==> config.mk <==
export PLATFORM = sky130hd
export DESIGN_NAME = axi4_data_width_converter_32to64
export DESIGN_NICKNAME = d
export VERILOG_FILES = /design/src/rtl/axi4_data_width_converter_32to64.sv
export SDC_FILE = /design/constraint.sdc
export NUM_CORES = 1
export LEC_CHECK = 0
export ABC_AREA = 1
export BUFFER_PORTS_ARGS = -buffer_cell sky130_fd_sc_hd__buf_2
export CAP_MARGIN = 15
export CORE_AREA = 2 2 177 179
export DETAILED_ROUTE_END_ITERATION = 6
export DIE_AREA = 0 0 179 181
export PLACE_DENSITY = 0.49
export SYNTH_ARGS = -nofsm -noshare
export SYNTH_HDL_FRONTEND = slang
export SYNTH_SLANG_ARGS = --single-unit
==> constraint.sdc <==
create_clock -name clock -period 4.4 [get_ports clock]
set_input_delay 0.88 -clock clock [delete_from_list [all_inputs] [get_ports clock]]
set_output_delay 0.88 -clock clock [all_outputs]
set_load 0.005 [all_outputs]
==> src/rtl/axi4_data_width_converter_32to64.sv <==
// AXI4 upsizer: 32-bit manager (in_*) to 64-bit subordinate (out_*).
// Read and write paths are independent. Each path allows one outstanding
// burst and tracks the per-beat address, so narrow beats land on the
// correct 32-bit lane of the 64-bit bus.
// Optional macro AXI4_UPSIZER_ZERO_FILL_EN: when defined, the inactive half
// of out_wdata is driven to zero; otherwise in_wdata is replicated on both halves.
module axi4_data_width_converter_32to64 #(
   parameter int ID_W   = 4,
   parameter int ADDR_W = 32
) (
   input  logic              clock,
   input  logic              reset,
   // 32-bit side, read address / data
   input  logic              in_arvalid,
   output logic              in_arready,
   input  logic [ID_W-1:0]   in_arid,
   input  logic [ADDR_W-1:0] in_araddr,
   input  logic [7:0]        in_arlen,
   input  logic [2:0]        in_arsize,
   input  logic [1:0]        in_arburst,
   output logic              in_rvalid,
   input  logic              in_rready,
   output logic [ID_W-1:0]   in_rid,
   output logic [31:0]       in_rdata,
   output logic [1:0]        in_rresp,
   output logic              in_rlast,
   // 32-bit side, write address / data / response
   input  logic              in_awvalid,
   output logic              in_awready,
   input  logic [ID_W-1:0]   in_awid,
   input  logic [ADDR_W-1:0] in_awaddr,
   input  logic [7:0]        in_awlen,
   input  logic [2:0]        in_awsize,
   input  logic [1:0]        in_awburst,
   input  logic              in_wvalid,
   output logic              in_wready,
   input  logic [31:0]       in_wdata,
   input  logic [3:0]        in_wstrb,
   input  logic              in_wlast,
   output logic              in_bvalid,
   input  logic              in_bready,
   output logic [ID_W-1:0]   in_bid,
   output logic [1:0]        in_bresp,
   // 64-bit side, read address / data
   output logic              out_arvalid,
   input  logic              out_arready,
   output logic [ID_W-1:0]   out_arid,
   output logic [ADDR_W-1:0] out_araddr,
   output logic [7:0]        out_arlen,
   output logic [2:0]        out_arsize,
   output logic [1:0]        out_arburst,
   input  logic              out_rvalid,
   output logic              out_rready,
   input  logic [ID_W-1:0]   out_rid,
   input  logic [63:0]       out_rdata,
   input  logic [1:0]        out_rresp,
   input  logic              out_rlast,
   // 64-bit side, write address / data / response
   output logic              out_awvalid,
   input  logic              out_awready,
   output logic [ID_W-1:0]   out_awid,
   output logic [ADDR_W-1:0] out_awaddr,
   output logic [7:0]        out_awlen,
   output logic [2:0]        out_awsize,
   output logic [1:0]        out_awburst,
   output logic              out_wvalid,
   input  logic              out_wready,
   output logic [63:0]       out_wdata,
   output logic [7:0]        out_wstrb,
   output logic              out_wlast,
   input  logic              out_bvalid,
   output logic              out_bready,
   input  logic [ID_W-1:0]   out_bid,
   input  logic [1:0]        out_bresp
);

   typedef enum logic [1:0] {R_IDLE = 2'd0, R_ADDR = 2'd1, R_DATA = 2'd2} r_state_t;
   typedef enum logic [1:0] {W_IDLE = 2'd0, W_ADDR = 2'd1, W_DATA = 2'd2, W_RESP = 2'd3} w_state_t;

   localparam logic [ADDR_W-1:0] ONE_A = {{(ADDR_W-1){1'b0}}, 1'b1};

   // The 32-bit manager can never carry more than 4 bytes per beat.
   function automatic logic [2:0] clamp_size(input logic [2:0] size);
      return (size > 3'd2) ? 3'd2 : size;
   endfunction

   // Address of the following beat; WRAP stays inside the (len+1)<<size window.
   function automatic logic [ADDR_W-1:0] next_beat_addr(
      input logic [ADDR_W-1:0] addr,
      input logic [7:0]        len,
      input logic [2:0]        size,
      input logic [1:0]        burst
   );
      logic [ADDR_W-1:0] incr;
      logic [ADDR_W-1:0] mask;
      incr = ONE_A << size;
      mask = (((ADDR_W)'(len) + ONE_A) << size) - ONE_A;
      case (burst)
         2'b00:   return addr;
         2'b01:   return addr + incr;
         2'b10:   return (addr & ~mask) | ((addr + incr) & mask);
         default: return addr;
      endcase
   endfunction

   r_state_t          r_state_r;
   logic              in_arready_r;
   logic              out_arvalid_r;
   logic [ID_W-1:0]   ar_id_r;
   logic [ADDR_W-1:0] ar_addr_r;
   logic [7:0]        ar_len_r;
   logic [2:0]        ar_size_r;
   logic [1:0]        ar_burst_r;
   logic [ADDR_W-1:0] r_beat_r;

   w_state_t          w_state_r;
   logic              in_awready_r;
   logic              out_awvalid_r;
   logic [ID_W-1:0]   aw_id_r;
   logic [ADDR_W-1:0] aw_addr_r;
   logic [7:0]        aw_len_r;
   logic [2:0]        aw_size_r;
   logic [1:0]        aw_burst_r;
   logic [ADDR_W-1:0] w_beat_r;

   assign in_arready  = in_arready_r;
   assign out_arvalid = out_arvalid_r;
   assign out_arid    = ar_id_r;
   assign out_araddr  = ar_addr_r;
   assign out_arlen   = ar_len_r;
   assign out_arsize  = ar_size_r;
   assign out_arburst = ar_burst_r;
   assign in_awready  = in_awready_r;
   assign out_awvalid = out_awvalid_r;
   assign out_awid    = aw_id_r;
   assign out_awaddr  = aw_addr_r;
   assign out_awlen   = aw_len_r;
   assign out_awsize  = aw_size_r;
   assign out_awburst = aw_burst_r;

   // Read FSM: capture AR, issue it on the 64-bit side, then track beats until rlast.
   always_ff @(posedge clock or negedge reset) begin
      if (!reset) begin
         r_state_r     <= R_IDLE;
         in_arready_r  <= 1'b1;
         out_arvalid_r <= 1'b0;
         ar_id_r       <= '0;
         ar_addr_r     <= '0;
         ar_len_r      <= 8'd0;
         ar_size_r     <= 3'd0;
         ar_burst_r    <= 2'b00;
         r_beat_r      <= '0;
      end else begin
         case (r_state_r)
            R_IDLE: if (in_arvalid) begin
               ar_id_r       <= in_arid;
               ar_addr_r     <= in_araddr;
               ar_len_r      <= in_arlen;
               ar_size_r     <= clamp_size(in_arsize);
               ar_burst_r    <= in_arburst;
               r_beat_r      <= in_araddr;
               in_arready_r  <= 1'b0;
               out_arvalid_r <= 1'b1;
               r_state_r     <= R_ADDR;
            end
            R_ADDR: if (out_arready) begin
               out_arvalid_r <= 1'b0;
               r_state_r     <= R_DATA;
            end
            R_DATA: if (out_rvalid && in_rready) begin
               r_beat_r <= next_beat_addr(r_beat_r, ar_len_r, ar_size_r, ar_burst_r);
               if (out_rlast) begin
                  in_arready_r <= 1'b1;
                  r_state_r    <= R_IDLE;
               end
            end
            default: begin
               in_arready_r  <= 1'b1;
               out_arvalid_r <= 1'b0;
               r_state_r     <= R_IDLE;
            end
         endcase
      end
   end

   // Read data path: zero-latency pass-through with lane select by beat address.
   always_comb begin
      if (r_state_r == R_DATA) begin
         in_rvalid  = out_rvalid;
         out_rready = in_rready;
         in_rid     = out_rid;
         in_rdata   = r_beat_r[2] ? out_rdata[63:32] : out_rdata[31:0];
         in_rresp   = out_rresp;
         in_rlast   = out_rlast;
      end else begin
         in_rvalid  = 1'b0;
         out_rready = 1'b0;
         in_rid     = '0;
         in_rdata   = 32'h0000_0000;
         in_rresp   = 2'b00;
         in_rlast   = 1'b0;
      end
   end

   // Write FSM: capture AW, issue it, steer W beats, then wait for the B handshake.
   always_ff @(posedge clock or negedge reset) begin
      if (!reset) begin
         w_state_r     <= W_IDLE;
         in_awready_r  <= 1'b1;
         out_awvalid_r <= 1'b0;
         aw_id_r       <= '0;
         aw_addr_r     <= '0;
         aw_len_r      <= 8'd0;
         aw_size_r     <= 3'd0;
         aw_burst_r    <= 2'b00;
         w_beat_r      <= '0;
      end else begin
         case (w_state_r)
            W_IDLE: if (in_awvalid) begin
               aw_id_r       <= in_awid;
               aw_addr_r     <= in_awaddr;
               aw_len_r      <= in_awlen;
               aw_size_r     <= clamp_size(in_awsize);
               aw_burst_r    <= in_awburst;
               w_beat_r      <= in_awaddr;
               in_awready_r  <= 1'b0;
               out_awvalid_r <= 1'b1;
               w_state_r     <= W_ADDR;
            end
            W_ADDR: if (out_awready) begin
               out_awvalid_r <= 1'b0;
               w_state_r     <= W_DATA;
            end
            W_DATA: if (in_wvalid && out_wready) begin
               w_beat_r <= next_beat_addr(w_beat_r, aw_len_r, aw_size_r, aw_burst_r);
               if (in_wlast) begin
                  w_state_r <= W_RESP;
               end
            end
            W_RESP: if (out_bvalid && in_bready) begin
               in_awready_r <= 1'b1;
               w_state_r    <= W_IDLE;
            end
            default: begin
               in_awready_r  <= 1'b1;
               out_awvalid_r <= 1'b0;
               w_state_r     <= W_IDLE;
            end
         endcase
      end
   end

   // Write data path: lane steering of strobes and data during the data phase.
   always_comb begin
      if (w_state_r == W_DATA) begin
         in_wready  = out_wready;
         out_wvalid = in_wvalid;
         out_wstrb  = w_beat_r[2] ? {in_wstrb, 4'b0000} : {4'b0000, in_wstrb};
`ifdef AXI4_UPSIZER_ZERO_FILL_EN
         out_wdata  = w_beat_r[2] ? {in_wdata, 32'h0000_0000} : {32'h0000_0000, in_wdata};
`else
         out_wdata  = {in_wdata, in_wdata};
`endif
         out_wlast  = in_wlast;
      end else begin
         in_wready  = 1'b0;
         out_wvalid = 1'b0;
         out_wstrb  = 8'h00;
         out_wdata  = 64'h0;
         out_wlast  = 1'b0;
      end
   end

   // Write response path: pass-through only while waiting for B.
   always_comb begin
      if (w_state_r == W_RESP) begin
         in_bvalid  = out_bvalid;
         out_bready = in_bready;
         in_bid     = out_bid;
         in_bresp   = out_bresp;
      end else begin
         in_bvalid  = 1'b0;
         out_bready = 1'b0;
         in_bid     = '0;
         in_bresp   = 2'b00;
      end
   end

endmodule

Word level (Yosys, flattened, before mapping). Index checks and enable logic that the tools add are counted.

Flip-flop bits (word level): 170. Input port bits: 224. Output and inout port bits: 226. Word-level logic and storage cells: 130.

$add $sub $neg: 6. Order comparisons: 2. Equal/unequal tests: 20. Shifts and indexed selects: 4. Multiplexer cells: 51. Bitwise gates (word level): 10. Reductions and logical operators: 19.

Operators by type and width (count): 32-bit case mux with 2 select lines (4); 32-bit 2-to-1 mux (6); 32-bit bitwise AND (4); 32-bit adder (2); 64-bit 2-to-1 mux (1); 32-bit NOT (2); 32-bit bitwise OR (2); 1-bit by 3-bit left shift with 32-bit output (first input constant) (2); 9-bit by 3-bit left shift with 32-bit output (2); 32-bit by 1-bit subtractor with 32-bit output (second input constant) (2); 2-bit 2-to-1 mux (11); 8-bit by 1-bit adder with 9-bit output (second input constant) (2); 2-bit inequality test (second input constant) (9); 1-bit 2-to-1 mux (17); 8-bit 2-to-1 mux (2); 4-bit AND reduction (4); 2-bit == test (second input constant) (5); 3-bit AND reduction (3); 2-bit by 1-bit == test with 1-bit output (second input constant) (4); 4-bit 2-to-1 mux (2); 2-bit case mux with 4 select lines (1); 2-bit nonzero test (4); 3-bit by 2-bit > comparator with 1-bit output (second input constant) (2); 3-bit 2-to-1 mux (2); 9 further kinds (17).

Logic depth before layout (Yosys ltp). Gate-level depths: netlist (run 1).

Depth after elaboration: 9. Mapped depth: 13. Depth with buffers taken out: 13.

Least setup slack after synthesis (run 1). No wires, ideal clock.

Kind: flip-flop to output port. Start point: register w_state_r[0]. End point: output out_wdata[32]. Data arrival time: 1314 ps. Required time: 3520 ps. Slack: 2206 ps. Stages on the path, launching flop included: 9. Path buffers: 4. Path through: dfrtp_1 inv_1 ha_1 buf_6 buf_2 buf_2 nand2_1 inv_1 buf_4.

Cells in the longest elaborated chain, start to end: 2.

RTL lines: from (decl) (line 116) `w_state_t w_state_r;`; from (signal assigned) (line 208) `w_state_r <= W_IDLE;`; from (signal assigned) (line 228) `w_state_r <= W_ADDR;`; from (signal assigned) (line 232) `w_state_r <= W_DATA;`; 2-bit == test (line 255) `if (w_state_r == W_DATA) begin`; 64-bit 2-to-1 mux (line 255); to (decl) (line 68) `output logic [63:0] out_wdata,`.

Every way passes these cells.

==> run_summary.xml, run 1 <==
<?xml version="1.0" encoding="UTF-8"?>
<metrics>
  <group name="die">
    <metric name="die_h" unit="microns">181</metric>
    <metric name="floorplan.die_area" unit="sq um">32400</metric>
    <metric name="coreArea" unit="sq um">30300</metric>
    <metric name="dieWidth" unit="microns">179</metric>
    <metric name="floorplan.initialDensity" unit="%">20.2</metric>
    <metric name="design.portCount" unit="">450</metric>
    <metric name="num_rows" unit="">64</metric>
  </group>
  <group name="grt">
    <metric name="grt_antenna_before_repair" unit="">1</metric>
    <metric name="met3_usage" unit="%">4.08</metric>
    <metric name="grt_max_degree" unit="">76</metric>
    <metric name="first_pass_grt_wire_length" unit="microns">34700</metric>
    <metric name="groute.usage.overall" unit="%">13.8</metric>
    <metric name="globalRoute.busiestLayer" unit="">met2</metric>
    <metric name="grt_pass1_vias" unit="">6301</metric>
    <metric name="gr-usage-met2" unit="%">25.1</metric>
    <metric name="groute.layer.met1.usage" unit="%">15.4</metric>
    <metric name="globalRouteOverflowTotal" unit="">0</metric>
  </group>
  <group name="sta">
    <metric name="finalCriticalPeriod" unit="ns">2.80</metric>
    <metric name="setup-tns-final" unit="ns">0</metric>
    <metric name="achievable-frequency" unit="GHz">0.357</metric>
    <metric name="finalHoldViolations" unit="">0</metric>
    <metric name="setup_violations" unit="">0</metric>
    <metric name="report.final.slew_viol_count" unit="">0</metric>
    <metric name="final_worst_path_period_share" unit="%">63.6</metric>
    <metric name="worstMarginPinSlew" unit="ns">0.948</metric>
    <metric name="slew_headroom" unit="%">36.7</metric>
    <metric name="final.setup_skew" unit="ns">0.0137</metric>
    <metric name="grt_setup_unrepaired" unit="">false</metric>
  </group>
  <group name="worst_setup_path">
    <metric name="r2r.worst_path.cells" unit="">11</metric>
    <metric name="critPathLaunchType" unit="">register</metric>
    <metric name="cp_cell_sequence" unit="">inv_1, nand2_1, a21oi_1, buf_2</metric>
    <metric name="rrSetupSlack" unit="ns">2.29</metric>
    <metric name="worst-setup-path-type" unit="">register to primary output</metric>
    <metric name="critical_path.n_buffers_inverters" unit="">2</metric>
    <metric name="critPathMaxStageDelay" unit="ns">0.69</metric>
    <metric name="crit_path_top_delay_cell" unit="">inv_1</metric>
    <metric name="family_with_the_most_delay_on_the_worst_path" unit="">buffers and inverters</metric>
    <metric name="worst_setup_path_end_kind" unit="">primary output</metric>
    <metric name="critical_path_peak_fanout" unit="">32</metric>
    <metric name="timing.critical_path.arrival" unit="ns">1.92</metric>
    <metric name="critical_path_required" unit="ns">3.52</metric>
    <metric name="r2r_start" unit="">out_arsize[0]$_DFFE_PN0P_</metric>
  </group>
  <group name="yosys">
    <metric name="dominantRegCellSynth" unit="">dfrtp_1</metric>
    <metric name="synth_top_family_by_area" unit="">simple AND/OR/NAND/NOR gates</metric>
    <metric name="yosys.area.top_type_share" unit="%">45.0</metric>
    <metric name="synth_compound_area_share" unit="%">6.75</metric>
    <metric name="post_synthesis_share_of_cell_area_spent_on_xor_and_xnor_gates" unit="%">0.859</metric>
    <metric name="count_of_flip_flops_with_a_built_in_enable_after_synthesis" unit="">0</metric>
    <metric name="netlist_top_cells_area" unit="">dfrtp_1, nand2_1, inv_1</metric>
    <metric name="post_synth_and_or_nand_nor_area_fraction" unit="%">30.7</metric>
    <metric name="synth.mux.area_fraction" unit="%">0.164</metric>
    <metric name="synthTopCellsByCount" unit="">nand2_1, dfrtp_1, inv_1</metric>
    <metric name="synth-seq-area-share" unit="%">45.8</metric>
    <metric name="yosysUniqueCellTypes" unit="">35</metric>
    <metric name="syn-mean-instance-area" unit="sq um">7.11</metric>
    <metric name="synth_most_common_cell" unit="">nand2_1</metric>
    <metric name="postSynth.asyncResetShare" unit="%">100</metric>
    <metric name="postSynthCellCount" unit="">860</metric>
    <metric name="post-synth-top-area-cell" unit="">dfrtp_1</metric>
    <metric name="synth.yosys.warnings" unit="">0</metric>
    <metric name="postSynthNetCount" unit="">1096</metric>
    <metric name="mappedNetlistArea" unit="sq um">6120</metric>
    <metric name="ys_ff_latch" unit="">112</metric>
    <metric name="synthAdderAreaFrac" unit="%">2.70</metric>
  </group>
  <group name="route">
    <metric name="route.vias.total" unit="">6627</metric>
    <metric name="drt_wl_total" unit="microns">23700</metric>
    <metric name="drt-vias-per-instance" unit="">4.00</metric>
    <metric name="drc" unit="">0</metric>
    <metric name="final_antenna_net_count" unit="">0</metric>
    <metric name="routedWlPerCell" unit="microns">14.3</metric>
    <metric name="drt_first_iter_violations" unit="">258</metric>
    <metric name="drt_first_pass_iters" unit="">4</metric>
  </group>
  <group name="finish">
    <metric name="fill_cells" unit="">3404</metric>
    <metric name="nNetsFinal" unit="">1492</metric>
    <metric name="num_antenna_cells" unit="">0</metric>
    <metric name="final_layout_size_suffix_gt1_share" unit="%">39.2</metric>
    <metric name="area_growth" unit="%">43.9</metric>
    <metric name="instances_no_fill" unit="">1657</metric>
  </group>
  <group name="pwr">
    <metric name="worst_ir_drop_vdd" unit="mV">0.230</metric>
    <metric name="p_leak" unit="nW">5.61</metric>
    <metric name="power.share.sequential" unit="%">32.3</metric>
    <metric name="power_switching_share" unit="%">44.7</metric>
    <metric name="clock_share_of_power" unit="%">15.4</metric>
    <metric name="cell_internal_power" unit="mW">3.11</metric>
    <metric name="switching_component_of_the_power" unit="mW">2.52</metric>
    <metric name="p_comb_share" unit="%">52.3</metric>
    <metric name="power-per-cell-area" unit="nW/um^2">639</metric>
  </group>
  <group name="cts">
    <metric name="worst_setup_hold_path_clk_slew" unit="ns">0.09</metric>
    <metric name="clock_latency_on_the_worst_skew_pair" unit="ns">0.35</metric>
    <metric name="cts_stage_hold_buffer_count" unit="">0</metric>
    <metric name="clock_root_cell" unit="">clkbuf_16</metric>
    <metric name="cts-root-to-sink-buffers" unit="">2</metric>
    <metric name="cts_max_level" unit="">3</metric>
    <metric name="tritoncts" unit="">yes</metric>
    <metric name="cts.repair.resized" unit="">0</metric>
    <metric name="post-cts-setup-buffers" unit="">0</metric>
    <metric name="tritoncts_num_sinks" unit="">112</metric>
    <metric name="tritoncts.num_buffers" unit="">9</metric>
  </group>
  <group name="worst_hold_path">
    <metric name="hp-class" unit="">register to register</metric>
    <metric name="hold_start" unit="">out_araddr[19]$_DFFE_PN0P_</metric>
    <metric name="timing.hold.worst_endpoint" unit="">out_araddr[19]$_DFFE_PN0P_</metric>
    <metric name="timing.hold.worst_path_depth" unit="">2</metric>
  </group>
  <group name="job">
    <metric name="drv.max_cap_violation_count" unit="">0</metric>
  </group>
  <group name="place">
    <metric name="place.detailed.instances" unit="">1641</metric>
    <metric name="gp_routability_congestion" unit="">0.834</metric>
    <metric name="port_buffer_count" unit="">449</metric>
    <metric name="place_hpwl" unit="microns">18700</metric>
  </group>
  <group name="status">
    <metric name="outcome" unit="">complete, no violations</metric>
  </group>
</metrics>
-- sequential cells by signal, indices dropped and copies added (netlist names), named ones only --
signal and flops:
out_awburst 2, out_arlen 8, in_awready 1, out_araddr 32, out_arid 4, out_awvalid 1, in_arready 1, out_awaddr 32
out_arsize 3, w_state_r 2, out_awlen 8, out_awid 4, out_arvalid 1, out_awsize 3, r_state_r 2, out_arburst 2
-- final cells by class --
class	count	area (sq um)	area share, %
Tap cell	396	495	5.63
Multi-Input combinational cell	578	2520	28.6
Clock inverter	7	81.3	0.924
Inverter	101	379	4.31
Timing Repair Buffer	454	2300	26.1
Clock buffer	9	225	2.56
Sequential cell	112	2810	31.9
-- cell families after synthesis --
kind of cell	Yosys count
XOR/XNOR	6
flip-flops	112
adder cells (fa/ha/maj)	12
AND/OR/NAND/NOR	482
multiplexers	1
buffers and inverters	170
AO/OA/AOI/OAI	77
-- layout by cell type (no fill, tap or decap), drive strengths merged, types with 2 or more instances in the layout --
| cell | count |
|---|---|
| nor3 | 2 |
| clkinv | 2 |
| o211ai | 2 |
| clkbuf | 9 |
| buf | 454 |
| xnor2 | 4 |
| nand2 | 424 |
| xor2 | 2 |
| or2 | 3 |
| fa | 2 |
| ha | 10 |
| nor2 | 40 |
| dfrtp | 110 |
| o21ai | 23 |
| dfstp | 2 |
| a31oi | 3 |
| a21oi | 45 |
| nand3 | 13 |
| inv | 106 |
-- power groups by stage --
stage / clock (mW) / combinational [mW] / sequential (mW)
final: 0.868 / 2.94 / 1.82
after floorplan: 0 / 1.77 / 1.83
after global placement: 0 / 2.98 / 1.83
after CTS: 0.922 / 3.01 / 1.82
after detailed placement: 0 / 3.00 / 1.83
after global routing: 0.958 / 3.38 / 1.88
-- worst reg2reg max path, stage by stage (launching register included) --
cell,delay (ns)
dfrtp_1,0.49
nor3_2,0.30
ha_1,0.20
inv_1,0.05
fa_1,0.37
xnor2_1,0.17
xor2_1,0.15
nor2_1,0.05
nand2_1,0.08
nand2_1,0.04
nand2_1,0.05
nand2_1,0.06
-- through the flow --
| step | hold slack, ns | utilization [%] | area (sq um) | setup slack, ns | power (mW) |
|---|---|---|---|---|---|
| finish | 0.475 | 29.0 | 8800 | 1.60 | 5.63 |
| global route | 0.500 | 29.0 | 8800 | 1.38 | 6.22 |
| detailed placement | 0.460 | 28.0 | 8500 | 2.01 | 4.83 |
| CTS | 0.481 | 29.0 | 8800 | 1.59 | 5.75 |
| floorplan | 0.465 | - | 6120 | 2.21 | 3.60 |
| global placement | 0.459 | 28.0 | 8500 | 2.03 | 4.81 |
-- per-layer routing --
| layer | vias to the layer above | share of wire, % |
|---|---|---|
| met2 | 257 | 51 |
| met4 | 2 | 1.6 |
| li1 | 3330 | - |
| met5 | - | 0.030 |
| met1 | 3023 | 39 |
| met3 | 15 | 8.6 |
-- worst max path at each step --
stage	from	to	cells past startpoint	slack [ns]
2_1_floorplan	w_state_r[0]$_DFFE_PN0P_	out_wdata[32]	8	2.21
3_3_place_gp	w_state_r[0]$_DFFE_PN0P_	out_wdata[41]	6	2.03
3_5_place_dp	w_state_r[0]$_DFFE_PN0P_	out_wdata[9]	6	2.01
4_1_cts	w_state_r[0]$_DFFE_PN0P_	out_wdata[9]	6	1.59
5_1_grt	register	in_rdata[19]	4	1.38
6_report	register	in_rdata[24]	4	1.60
No activity file was read; power rests on OpenSTA's default activity.
==> run 2, diff against run 1 <==
--- a/config.mk
+++ b/config.mk
@@ -8,10 +8,10 @@
 export ABC_AREA = 1
 export BUFFER_PORTS_ARGS = -buffer_cell sky130_fd_sc_hd__buf_2
 export CAP_MARGIN = 15
-export CORE_AREA = 2 2 177 179
+export CORE_AREA = 2 2 173 175
 export DETAILED_ROUTE_END_ITERATION = 6
-export DIE_AREA = 0 0 179 181
-export PLACE_DENSITY = 0.49
+export DIE_AREA = 0 0 175 177
+export PLACE_DENSITY = 0.5
 export SYNTH_ARGS = -nofsm -noshare
 export SYNTH_HDL_FRONTEND = slang
 export SYNTH_SLANG_ARGS = --single-unit
==> constraint.sdc (replaced) <==
create_clock -name clock -period 2.77 [get_ports clock]
set_input_delay 0.554 -clock clock [delete_from_list [all_inputs] [get_ports clock]]
set_output_delay 0.554 -clock clock [all_outputs]
set_load 0.005 [all_outputs]
==> run 2 against run 1 <==
  * Worst setup slack worse by 1.4 ns
  * Clock power rose by 59%
  * Critical path type unchanged
  * Global-route usage rose by 0.38 points
==> run_summary.xml, run 2 (synthesis results as in run 1) <==
<?xml version="1.0" encoding="UTF-8"?>
<metrics>
  <group name="status">
    <metric name="outcome" unit="">complete, no violations</metric>
  </group>
  <group name="cts">
    <metric name="cts.repair.resized" unit="">0</metric>
    <metric name="clock_latency_on_the_worst_skew_pair" unit="ns">0.36</metric>
    <metric name="post-cts-setup-buffers" unit="">0</metric>
    <metric name="tritoncts.num_buffers" unit="">9</metric>
    <metric name="tritoncts" unit="">yes</metric>
    <metric name="tritoncts_num_sinks" unit="">112</metric>
    <metric name="clock_root_cell" unit="">clkbuf_16</metric>
    <metric name="cts-root-to-sink-buffers" unit="">2</metric>
    <metric name="cts_max_level" unit="">3</metric>
    <metric name="cts_stage_hold_buffer_count" unit="">0</metric>
    <metric name="worst_setup_hold_path_clk_slew" unit="ns">0.09</metric>
  </group>
  <group name="worst_setup_path">
    <metric name="r2r_start" unit="">out_arsize[0]$_DFFE_PN0P_</metric>
    <metric name="r2r.worst_path.cells" unit="">11</metric>
    <metric name="worst_setup_path_end_kind" unit="">primary output</metric>
    <metric name="rrSetupSlack" unit="ns">0.68</metric>
    <metric name="timing.critical_path.arrival" unit="ns">1.97</metric>
    <metric name="worst-setup-path-type" unit="">register to primary output</metric>
    <metric name="critPathLaunchType" unit="">register</metric>
    <metric name="critical_path_required" unit="ns">2.22</metric>
    <metric name="critical_path_peak_fanout" unit="">9</metric>
  </group>
  <group name="sta">
    <metric name="setup-tns-final" unit="ns">0</metric>
    <metric name="report.final.slew_viol_count" unit="">0</metric>
    <metric name="final.setup_skew" unit="ns">0.0147</metric>
    <metric name="achievable-frequency" unit="GHz">0.396</metric>
    <metric name="finalCriticalPeriod" unit="ns">2.53</metric>
    <metric name="setup_violations" unit="">0</metric>
    <metric name="worstMarginPinSlew" unit="ns">0.855</metric>
    <metric name="timing.hold.ws" unit="ns">0.0857</metric>
    <metric name="slew_headroom" unit="%">42.9</metric>
    <metric name="finalHoldViolations" unit="">0</metric>
    <metric name="grt_setup_unrepaired" unit="">false</metric>
    <metric name="final_worst_path_period_share" unit="%">91.3</metric>
  </group>
  <group name="place">
    <metric name="dpl-instance-area" unit="sq um">8540</metric>
    <metric name="place_hpwl" unit="microns">18600</metric>
    <metric name="place.detailed.instances" unit="">1640</metric>
    <metric name="gp_routability_congestion" unit="">0.851</metric>
    <metric name="port_buffer_count" unit="">449</metric>
  </group>
  <group name="pwr">
    <metric name="worst_ir_drop_vdd" unit="mV">0.421</metric>
    <metric name="p_leak" unit="nW">5.64</metric>
    <metric name="power" unit="mW">9.00</metric>
    <metric name="power-per-cell-area" unit="nW/um^2">1020</metric>
  </group>
  <group name="finish">
    <metric name="area_growth" unit="%">44.8</metric>
    <metric name="nNetsFinal" unit="">1497</metric>
    <metric name="final_layout_size_suffix_gt1_share" unit="%">39.4</metric>
    <metric name="layout.cells.most_common" unit="">buf_2</metric>
    <metric name="instances_no_fill" unit="">1658</metric>
    <metric name="final_cell_mix" unit="">buf_2, nand2_1, dfrtp_1</metric>
    <metric name="fin_area" unit="sq um">8860</metric>
    <metric name="fill_cells" unit="">3272</metric>
  </group>
  <group name="die">
    <metric name="dieWidth" unit="microns">175</metric>
    <metric name="floorplan.die_area" unit="sq um">31000</metric>
    <metric name="floorplan.initialDensity" unit="%">20.9</metric>
    <metric name="coreArea" unit="sq um">29200</metric>
    <metric name="num_rows" unit="">63</metric>
    <metric name="die_h" unit="microns">177</metric>
    <metric name="design.portCount" unit="">450</metric>
  </group>
  <group name="grt">
    <metric name="globalRouteOverflowTotal" unit="">0</metric>
    <metric name="groute.layer.met1.usage" unit="%">16.2</metric>
    <metric name="grt_antenna_before_repair" unit="">3</metric>
    <metric name="first_pass_grt_wire_length" unit="microns">34300</metric>
    <metric name="grt_pass1_vias" unit="">6286</metric>
    <metric name="grt_max_degree" unit="">64</metric>
    <metric name="globalRoute.busiestLayer" unit="">met2</metric>
    <metric name="groute.usage.overall" unit="%">14.1</metric>
    <metric name="met3_usage" unit="%">4.64</metric>
    <metric name="gr-usage-met2" unit="%">24.3</metric>
  </group>
  <group name="worst_hold_path">
    <metric name="hp-class" unit="">primary input to async pin</metric>
  </group>
  <group name="route">
    <metric name="drc" unit="">0</metric>
    <metric name="drt_first_pass_iters" unit="">4</metric>
    <metric name="final_antenna_net_count" unit="">0</metric>
    <metric name="drt_wl_total" unit="microns">23300</metric>
    <metric name="route.vias.total" unit="">6691</metric>
    <metric name="routedWlPerCell" unit="microns">14.0</metric>
    <metric name="drt-vias-per-instance" unit="">4.04</metric>
    <metric name="drt_first_iter_violations" unit="">284</metric>
  </group>
  <group name="job">
    <metric name="drv.max_cap_violation_count" unit="">0</metric>
  </group>
</metrics>
[run 2: cell count changes in the layout (fill, tap and decap cells not counted), sizes merged]
| cell | delta |
|---|---|
| inv | -1 |
| buf | +5 |
| diode | +2 |
| clkinv | +1 |
[run 2: final cells by class]
type | count | area (sq um) | area share, %
Inverter | 101 | 379 | 4.28
Antenna cell | 2 | 5.00 | 0.0565
Multi-Input combinational cell | 578 | 2520 | 28.4
Clock inverter | 7 | 88.8 | 1.00
Sequential cell | 112 | 2810 | 31.7
Tap cell | 390 | 488 | 5.51
Timing Repair Buffer | 459 | 2350 | 26.5
Clock buffer | 9 | 225 | 2.54
[run 2: how the worst max path moves through the flow]
stage                         startpoint      endpoint  slack, ns  cells past startpoint
5_1_grt         w_state_r[0]$_DFFE_PN0P_  out_wstrb[3]       0.08                      6
3_5_place_dp    w_state_r[0]$_DFFE_PN0P_  out_wstrb[2]       0.63                      6
4_1_cts         w_state_r[0]$_DFFE_PN0P_  out_wstrb[2]       0.20                      6
6_report        w_state_r[0]$_DFFE_PN0P_  out_wstrb[3]       0.24                      6
3_3_place_gp    w_state_r[0]$_DFFE_PN0P_  out_wstrb[1]       0.67                      6
2_1_floorplan  out_arsize[0]$_DFFE_PN0P_      register       0.86                     11
[run 2: critical path, cell delays in order (launching register included)]
cell	delay, ns
dfrtp_1	0.42
inv_1	0.09
ha_1	0.36
inv_1	0.18
or2_2	0.35
nor2_1	0.10
buf_2	0.11
[run 2: per-stage QoR]
stage / util, % / setup slack (ns)
4_1_cts: 30.3 / 0.205
2_1_floorplan: - / 0.856
3_3_place_gp: 29.2 / 0.667
3_5_place_dp: 29.2 / 0.626
6_report: 30.3 / 0.242
5_1_grt: 30.3 / 0.0819
[run 2: power breakdown]
group / switching [mW] / leakage [nW] / internal (mW)
Combinational: 2.81 / 4.10 / 1.94
Sequential: 0.472 / 1.39 / 2.40
Clock: 0.725 / 0.153 / 0.659
Total: 4.00 / 5.64 / 5.00
[run 2: layer usage]
metal  vias to the layer above  part of all wire [%]
li1                       3347                     -
met1                      3042                    40
met2                       267                    48
met3                        33                   8.5
met4                         2                   3.4
met5                         -                 0.073
